$ cat src/rtl/cmp_pkg.sv
// Shared comparator types: FSM states and 2-bit verdict encoding.
// Verdict codes are shared with the parallel comparator wrappers.
package cmp_pkg;

  typedef enum logic [1:0] {
    IDLE    = 2'd0,
    COMPARE = 2'd1,
    DONE    = 2'd2
  } cmp_state_e;

  typedef logic [1:0] cmp_res_t;

  localparam cmp_res_t CMP_EQ = 2'b00;
  localparam cmp_res_t CMP_GT = 2'b01;
  localparam cmp_res_t CMP_LT = 2'b10;

  // Returns {lt, eq, gt}; all zero while no verdict is published.
  function automatic logic [2:0] cmp_flags(
    input logic     valid,
    input cmp_res_t res
  );
    logic [2:0] f;
    f = 3'b000;
    if (valid) begin
      unique case (1'b1)
        (res == CMP_GT): f = 3'b001;
        (res == CMP_LT): f = 3'b100;
        default:         f = 3'b010;
      endcase
    end
    return f;
  endfunction

endpackage

$ cat src/rtl/serial_bit_cmp_cell.sv
// Registered 1-bit magnitude cell: first differing bit pair fixes
// the verdict; later pairs cannot change it until cleared.
module serial_bit_cmp_cell
  import cmp_pkg::*;
(
  input  logic     clk,
  input  logic     clr_i,
  input  logic     en_i,
  input  logic     a_i,
  input  logic     b_i,
  output logic     decided_o,
  output cmp_res_t res_o
);

  logic     decided_q, decided_d;
  cmp_res_t res_q, res_d;

  always_comb begin
    decided_d = decided_q;
    res_d     = res_q;
    if (clr_i) begin
      decided_d = 1'b0;
      res_d     = CMP_EQ;
    end else if (en_i && !decided_q) begin
      unique case (1'b1)
        (a_i && !b_i): begin
          decided_d = 1'b1;
          res_d     = CMP_GT;
        end
        (!a_i && b_i): begin
          decided_d = 1'b1;
          res_d     = CMP_LT;
        end
        default: ;
      endcase
    end
  end

  always_ff @(posedge clk) begin
    decided_q <= decided_d;
    res_q     <= res_d;
  end

  assign decided_o = decided_q;
  assign res_o     = res_q;

endmodule

$ cat src/rtl/serial_mag_comparator.sv
// Bit-serial MSB-first magnitude comparator: frame FSM and bit
// counter around a registered verdict cell.
module serial_mag_comparator
  import cmp_pkg::*;
#(
  parameter  int WIDTH = 8,
  localparam int CNT_W = $clog2(WIDTH + 1)
) (
  input  logic             clk,
  input  logic             rst,
  input  logic             start,
  input  logic             bit_valid,
  input  logic             a_bit,
  input  logic             b_bit,
  output logic             busy,
  output logic             done,
  output logic             a_gt_b,
  output logic             a_eq_b,
  output logic             a_lt_b,
  output logic [CNT_W-1:0] bits_seen
);

  localparam logic [CNT_W-1:0] LAST = CNT_W'(WIDTH - 1);
  localparam logic [CNT_W-1:0] ONE  = CNT_W'(1);

  cmp_state_e       state_q, state_d;
  logic [CNT_W-1:0] cnt_q, cnt_d;
  logic             rv_q, rv_d;
  logic             accept;
  logic             decided;
  cmp_res_t         res;
  logic [2:0]       flags;

  always_comb begin
    state_d = state_q;
    cnt_d   = cnt_q;
    rv_d    = rv_q;
    accept  = 1'b0;
    unique case (state_q)
      IDLE: begin
        if (start) begin
          state_d = COMPARE;
          cnt_d   = '0;
          rv_d    = 1'b0;
        end
      end
      COMPARE: begin
        if (start) begin
          cnt_d = '0;
          rv_d  = 1'b0;
        end else if (bit_valid) begin
          accept = 1'b1;
          cnt_d  = cnt_q + ONE;
          if (cnt_q == LAST) begin
            state_d = DONE;
            rv_d    = 1'b1;
          end
        end
      end
      DONE: begin
        state_d = IDLE;
        if (start) begin
          state_d = COMPARE;
          cnt_d   = '0;
          rv_d    = 1'b0;
        end
      end
      default: state_d = IDLE;
    endcase
  end

  always_ff @(posedge clk) begin
    if (rst) begin
      state_q <= IDLE;
      cnt_q   <= '0;
      rv_q    <= 1'b0;
    end else begin
      state_q <= state_d;
      cnt_q   <= cnt_d;
      rv_q    <= rv_d;
    end
  end

  // Start clears the verdict in any state, including the DONE cycle.
  serial_bit_cmp_cell u_cell (
    .clk       (clk),
    .clr_i     (rst | start),
    .en_i      (accept),
    .a_i       (a_bit),
    .b_i       (b_bit),
    .decided_o (decided),
    .res_o     (res)
  );

  assign flags     = cmp_flags(rv_q, res);
  assign a_gt_b    = flags[0];
  assign a_eq_b    = flags[1];
  assign a_lt_b    = flags[2];
  assign busy      = (state_q == COMPARE);
  assign done      = (state_q == DONE);
  assign bits_seen = cnt_q;

  logic unused_decided;
  assign unused_decided = decided;

endmodule

$ cat config.mk
export PLATFORM = sky130hd
export DESIGN_NAME = serial_mag_comparator
export DESIGN_NICKNAME = d
export VERILOG_FILES = /design/src/rtl/cmp_pkg.sv /design/src/rtl/serial_bit_cmp_cell.sv /design/src/rtl/serial_mag_comparator.sv
export SDC_FILE = /design/constraint.sdc
export NUM_CORES = 1
export LEC_CHECK = 0
export CORE_AREA = 2 2 39 41
export DETAILED_ROUTE_END_ITERATION = 10
export DIE_AREA = 0 0 41 43
export GPL_TIMING_DRIVEN = 1
export PLACE_DENSITY_LB_ADDON = 0.3
export SLEW_MARGIN = 30
export SYNTH_ARGS = -nofsm -noshare
export SYNTH_HDL_FRONTEND = slang
export SYNTH_SLANG_ARGS = --single-unit
$ cat constraint.sdc
create_clock -name clk -period 3.2 [get_ports clk]
set_input_delay 0.96 -clock clk [delete_from_list [all_inputs] [get_ports clk]]
set_output_delay 0.96 -clock clk [all_outputs]
set_load 0.05 [all_outputs]
======== Word-level counts from Yosys, hierarchy flattened ========
Cells that the tools add are included.
word-level totals
  bits in registers ....................... 10
  latch bits .............................. 0
  bits in writable memories ............... 0
  bits in read-only memories .............. 0
  input bits .............................. 6
  output and inout bits ................... 9
  word-level logic and storage cells ...... 56
  memories ................................ 0
cells by class
  $add $sub $neg .......................... 1
  $mul .................................... 0
  divide/modulo/power cells ............... 0
  magnitude comparators ................... 0
  equality and inequality tests ........... 12
  shift-type cells ........................ 0
  mux-type cells .......................... 21
  bitwise logic cells ..................... 1
  reduce and logical (&&, ||, !) cells .... 16
operators by type and width
  operator                                                count
  2-to-1 mux 4 bit                                        3
  2-to-1 mux 1 bit                                        8
  2-to-1 mux 2 bit                                        4
  case mux 4 bit (2 select lines)                         1
  AND reduction 4 bit                                     2
  inequality test 2 bit (second input constant)           3
  case mux 2 bit (3 select lines)                         1
  case mux 3 bit (2 select lines)                         1
  adder 4 x 1 -> 4 bit (second input constant)            1
  equality test 2 x 1 -> 1 bit (second input constant)    2
  equality test 2 bit (second input constant)             2
  equality test 4 x 3 -> 1 bit (second input constant)    1
  inequality test 2 x 1 -> 1 bit (second input constant)  2
  case mux 2 bit (2 select lines)                         1
  AND reduction 2 bit                                     2
  nonzero test 2 bit                                      2
  OR reduction 2 bit                                      2
  logical AND 1 bit                                       3
  logical NOT 1 bit                                       3
  2-to-1 mux 3 bit                                        1
  inequality test 3 x 2 -> 1 bit (second input constant)  1
  inequality test 3 bit (second input constant)           1
  AND reduction 3 bit                                     1
  logical NOT 2 bit                                       1
  other kinds (2)                                         2

======== Logic depth before layout (Yosys ltp) ========
  word-level depth ........................ 5
  gate-level depth with buffers ........... 5
  gate-level depth less buffers ........... 5

======== Hierarchy ========
Synthesis repeated with hierarchy kept, for this count alone.
unflattened totals
  cells, all modules ...................... 62
  area, all modules ....................... 556.8 um^2
by module, submodules not included
  module                 instances  cells each  area each (um^2)  seq. area each (um^2)
  serial_mag_comparator  1          46          390.4             140.1
  serial_bit_cmp_cell    1          16          166.4             60.1

======== Worst setup path before layout ========
No wires, ideal clock.
  path type ............................... in2reg
  start point ............................. in a_bit
  end point ............................... reg u_cell.res_q[0] (netlist: u_cell.res_o[0])
  arrival ................................. 2.155 ns
  data required time ...................... 3.130 ns
  setup slack ............................. 0.975 ns
  cell stages on the path ................. 5
  path buffers ............................ 0
  cells stage by stage .................... inv_1 -> ha_1 -> or4b_4 -> or3_1 -> a21boi_1
on the way
  cells in the longest elaborated chain, start to end .. 4
  elaborated cells on any way between the ends .. 6
RTL lines
  what                           RTL line                     RTL
  start: declaration             serial_mag_comparator.sv:13  input logic a_bit,
  logical NOT 1 bit              serial_bit_cmp_cell.sv:30    (!a_i && b_i): begin
  logical AND 1 bit              serial_bit_cmp_cell.sv:30
  nonzero test 2 bit (no line)   -
  AND reduction 2 bit (no line)  -
  end signal: assignment         serial_bit_cmp_cell.sv:41    res_q <= res_d;
  end: declaration               serial_bit_cmp_cell.sv:16    cmp_res_t res_q, res_d;
Parallel ways exist; a longest one is shown, timed or not.
A chain may end at the register's enable or synchronous reset.

======== Worst setup path after layout ========
  start point ............................. reg u_cell.res_q[0] (netlist: u_cell.res_o[0])
  end point ............................... out a_eq_b
on the way
  cells in the longest elaborated chain, start to end .. 3
  elaborated cells on any way between the ends .. 4
RTL lines
  what                                                                        RTL line                      RTL
  equality test 2 bit / equality test 2 x 1 -> 1 bit (equally long branches)  cmp_pkg.sv:27, cmp_pkg.sv:26
  case mux 3 bit (2 select lines) *                                           cmp_pkg.sv:25                 unique case (1'b1)
  2-to-1 mux 3 bit *                                                          cmp_pkg.sv:24                 if (valid) begin
  end: declaration                                                            serial_mag_comparator.sv:18   output logic a_eq_b,
Every way passes the cells marked *; elsewhere a longest branch is shown, timed or not.

==> metrics.txt <==
outcome=finished clean; critical path, cell by cell=inv_1 > ha_1 > and2_1 > clkdlybuf4s50_1; #FFs+latches synth=10; fraction of final layout cells with drive strength greater than 1=0.0779; CTS tree=yes; cell at the slowest stage of the critical path=sky130_fd_sc_hd__clkdlybuf4s50_1; Max Clk Rate=0.359 GHz; Post-Syn Area per Cell=8.90 um2; RSZ-0062 raised after global routing=false; H-tree levels=1; Iter 0 DRT Violations=2; post-route fraction of the period consumed by the critical path=0.870; total gr overflow=0; clock-pin slew reported for the worst setup and hold paths after clock tree synthesis=60 ps; vias in the first global route=about 440; Vert. Die Dim=43 um; synth warn=0; CP startpoint kind=register; net count reported at finish=88; distinct cell type count after synthesis=24; max capacitance violation total=0; worst relative slew slack=0.666; area of the mapped netlist=534 um2; final weighted congestion in routability-driven placement=0.728; number of hold-slack violations in the final timing report=0; net count after synthesis=70; Setup Fix Bufs, Post-CTS=0; leakage power of the design=0.270 nW; critical path data arrival time=1820 ps; Peak VDD IR=around 0.23 mV; crit path time final=2780 ps; synth-to-layout area growth=35.4%; number of instances in the synthesized netlist=60; total of hold buffers inserted after clock tree synthesis=0; later-pin clock latency in the skew report=roughly 270 ps; routed length per instance=11.0 um; setup TNS=0 ps; total via count after detailed routing=490; Std-Cell Rows=14; maximum single-stage delay on the critical path=790 ps; smallest hold slack=477 ps; average via count per standard cell=5.27; number of sinks handled by clock tree synthesis=10; Final setup viols=0; ports placed on the boundary=15; Worst Tran Pin Value=500 ps; power density over cell area=between 300 and 400 nW/um2; total die area=approximately 1800 um2; Overall Global Routing Usage=0.152; worst path required time=2240 ps; clock buffer count from CTS=3; number of fill cells=129; number of antenna violations at the first check in global routing=0; skew final=5.99 ps; path class of the lowest-slack min-delay path=register to register; placed wire-length estimate after detailed placement=~800 um; Root Buffer=sky130_fd_sc_hd__clkbuf_4; detailed-router iteration count before antenna repair=4; proportion of synthesized chip area in sequential cells=0.375; maximum fanout along the worst path=3; type of element capturing the critical path=output pin; first-pass GRT wire length=1800 um; starting density of the core=0.386; count of port buffers added during placement=14; DRT Wirelength=between 1000 and 1500 um; Residual DRC=0; worst-case clock buffer depth=2; number of gates resized after cts=0; remaining number of nets flagged by the antenna check after routing=0; diodes inserted=0; largest net degree at the start of global routing=12; path type of the worst setup path=register to output pin; Max Slew Vio Count=0; Chip Width=between 40 and 50 um; Core ar.=between 1000 and 1500 um2
[worst paths after layout]
check                   startpoint                to  slack, ps  cells after the start
setup / recovery   u_cell.res_o[0]            a_eq_b        420                      4
hold / removal    u_cell.decided_o  u_cell.decided_o        480                      1
setup reg to reg        state_q[1]   u_cell.res_o[1]       1810                      3
hold reg to reg   u_cell.decided_o  u_cell.decided_o        480                      1
[routing by layer]
layer  track usage  wire length, um
met1         0.179              450
met2         0.225              470
met3        0.0471               69
met4         0.100               33
met5             0                0
[sequential cells by signal, summed over array words and instances (netlist names)]
| signal | cells |
|---|---|
| bits_seen | 4 |
| rv_q | 1 |
| state_q | 2 |
| u_cell.decided_o | 1 |
| u_cell.res_o | 2 |
[area by class of cell]
cell class                 count  area, um2  area share
multi-input combinational     43        304       0.420
clock buffer                   4       36.3      0.0502
timing repair buffer          14        140       0.194
inverter                       6       22.5      0.0311
sequential                    10        200       0.277
tap                           16       20.0      0.0277
[worst max-delay path: cells and delay by family, from the launching register on]
family,cells,cell delay (ps)
adders and majority gates,1,260
and+or+nand+nor,1,110
buffers and inverters,2,840
DFF,1,350
[where the power goes]
group	internal (mW)	leakage, nW	switching [mW]
combinational	0.0135	0.168	0.0157
sequential	0.126	0.0810	0.00213
clock	0.0692	0.0210	0.0452
total	0.209	0.270	0.0630
[cells in the mapped netlist]
| library cell | number | area share |
|---|---|---|
| sky130_fd_sc_hd__or4_1 | 3 | 0.042 |
| sky130_fd_sc_hd__and2_1 | 3 | 0.035 |
| sky130_fd_sc_hd__nand2b_1 | 2 | 0.023 |
| sky130_fd_sc_hd__and3_1 | 1 | 0.012 |
| sky130_fd_sc_hd__and4b_1 | 1 | 0.019 |
| sky130_fd_sc_hd__or4b_1 | 1 | 0.019 |
| sky130_fd_sc_hd__and2_4 | 1 | 0.016 |
| sky130_fd_sc_hd__a21boi_1 | 2 | 0.028 |
| sky130_fd_sc_hd__nand3_1 | 2 | 0.019 |
| sky130_fd_sc_hd__or4b_4 | 1 | 0.026 |
| sky130_fd_sc_hd__or3_1 | 2 | 0.023 |
| sky130_fd_sc_hd__inv_1 | 6 | 0.042 |
| sky130_fd_sc_hd__a211oi_1 | 1 | 0.014 |
| sky130_fd_sc_hd__ha_1 | 4 | 0.094 |
| sky130_fd_sc_hd__nor2b_1 | 1 | 0.012 |
| sky130_fd_sc_hd__nor2_1 | 2 | 0.014 |
| sky130_fd_sc_hd__a21oi_1 | 6 | 0.056 |
| sky130_fd_sc_hd__o31ai_1 | 2 | 0.028 |
| sky130_fd_sc_hd__dfxtp_1 | 10 | 0.37 |
| sky130_fd_sc_hd__and2b_1 | 1 | 0.014 |
| sky130_fd_sc_hd__buf_4 | 1 | 0.014 |
| sky130_fd_sc_hd__o21bai_1 | 1 | 0.014 |
| sky130_fd_sc_hd__o21ai_0 | 5 | 0.047 |
| sky130_fd_sc_hd__o21a_1 | 1 | 0.014 |
[stage by stage]
step                setup WS (ps)  instance area, um2  utilization  power, mW  instances
finish                        416                 723        0.523      0.272         93
global route                  345                 723        0.523      0.284         93
CTS                           403                 723        0.523      0.273         93
detailed placement            439                 687        0.496      0.160         89
global placement              478                 687        0.496      0.160         89
floorplan                     975                 534            -      0.147         60
[kinds of logic after synthesis]
group	count (synthesis)	share of synthesized area
flops	10	0.375
fa+ha+maj	4	0.0937
buf+inv	7	0.0562
simple gates	21	0.274
compound gates	18	0.201
[cell usage in the layout, fill, tap and decap left out, types with 2 or more instances in the layout]
master / synthesis / routed
sky130_fd_sc_hd__or3_1: 2 / 2
sky130_fd_sc_hd__clkbuf_4: 0 / 3
sky130_fd_sc_hd__and2_1: 3 / 3
sky130_fd_sc_hd__nor2_1: 2 / 2
sky130_fd_sc_hd__a21boi_1: 2 / 2
sky130_fd_sc_hd__nand3_1: 2 / 2
sky130_fd_sc_hd__clkdlybuf4s50_1: 0 / 14
sky130_fd_sc_hd__a21oi_1: 6 / 6
sky130_fd_sc_hd__nand2b_1: 2 / 2
sky130_fd_sc_hd__ha_1: 4 / 4
sky130_fd_sc_hd__o21ai_0: 5 / 5
sky130_fd_sc_hd__o31ai_1: 2 / 2
sky130_fd_sc_hd__dfxtp_1: 10 / 10
sky130_fd_sc_hd__inv_1: 6 / 6
sky130_fd_sc_hd__or4_1: 3 / 3
Note: power is estimated with default switching activity, not from simulation.
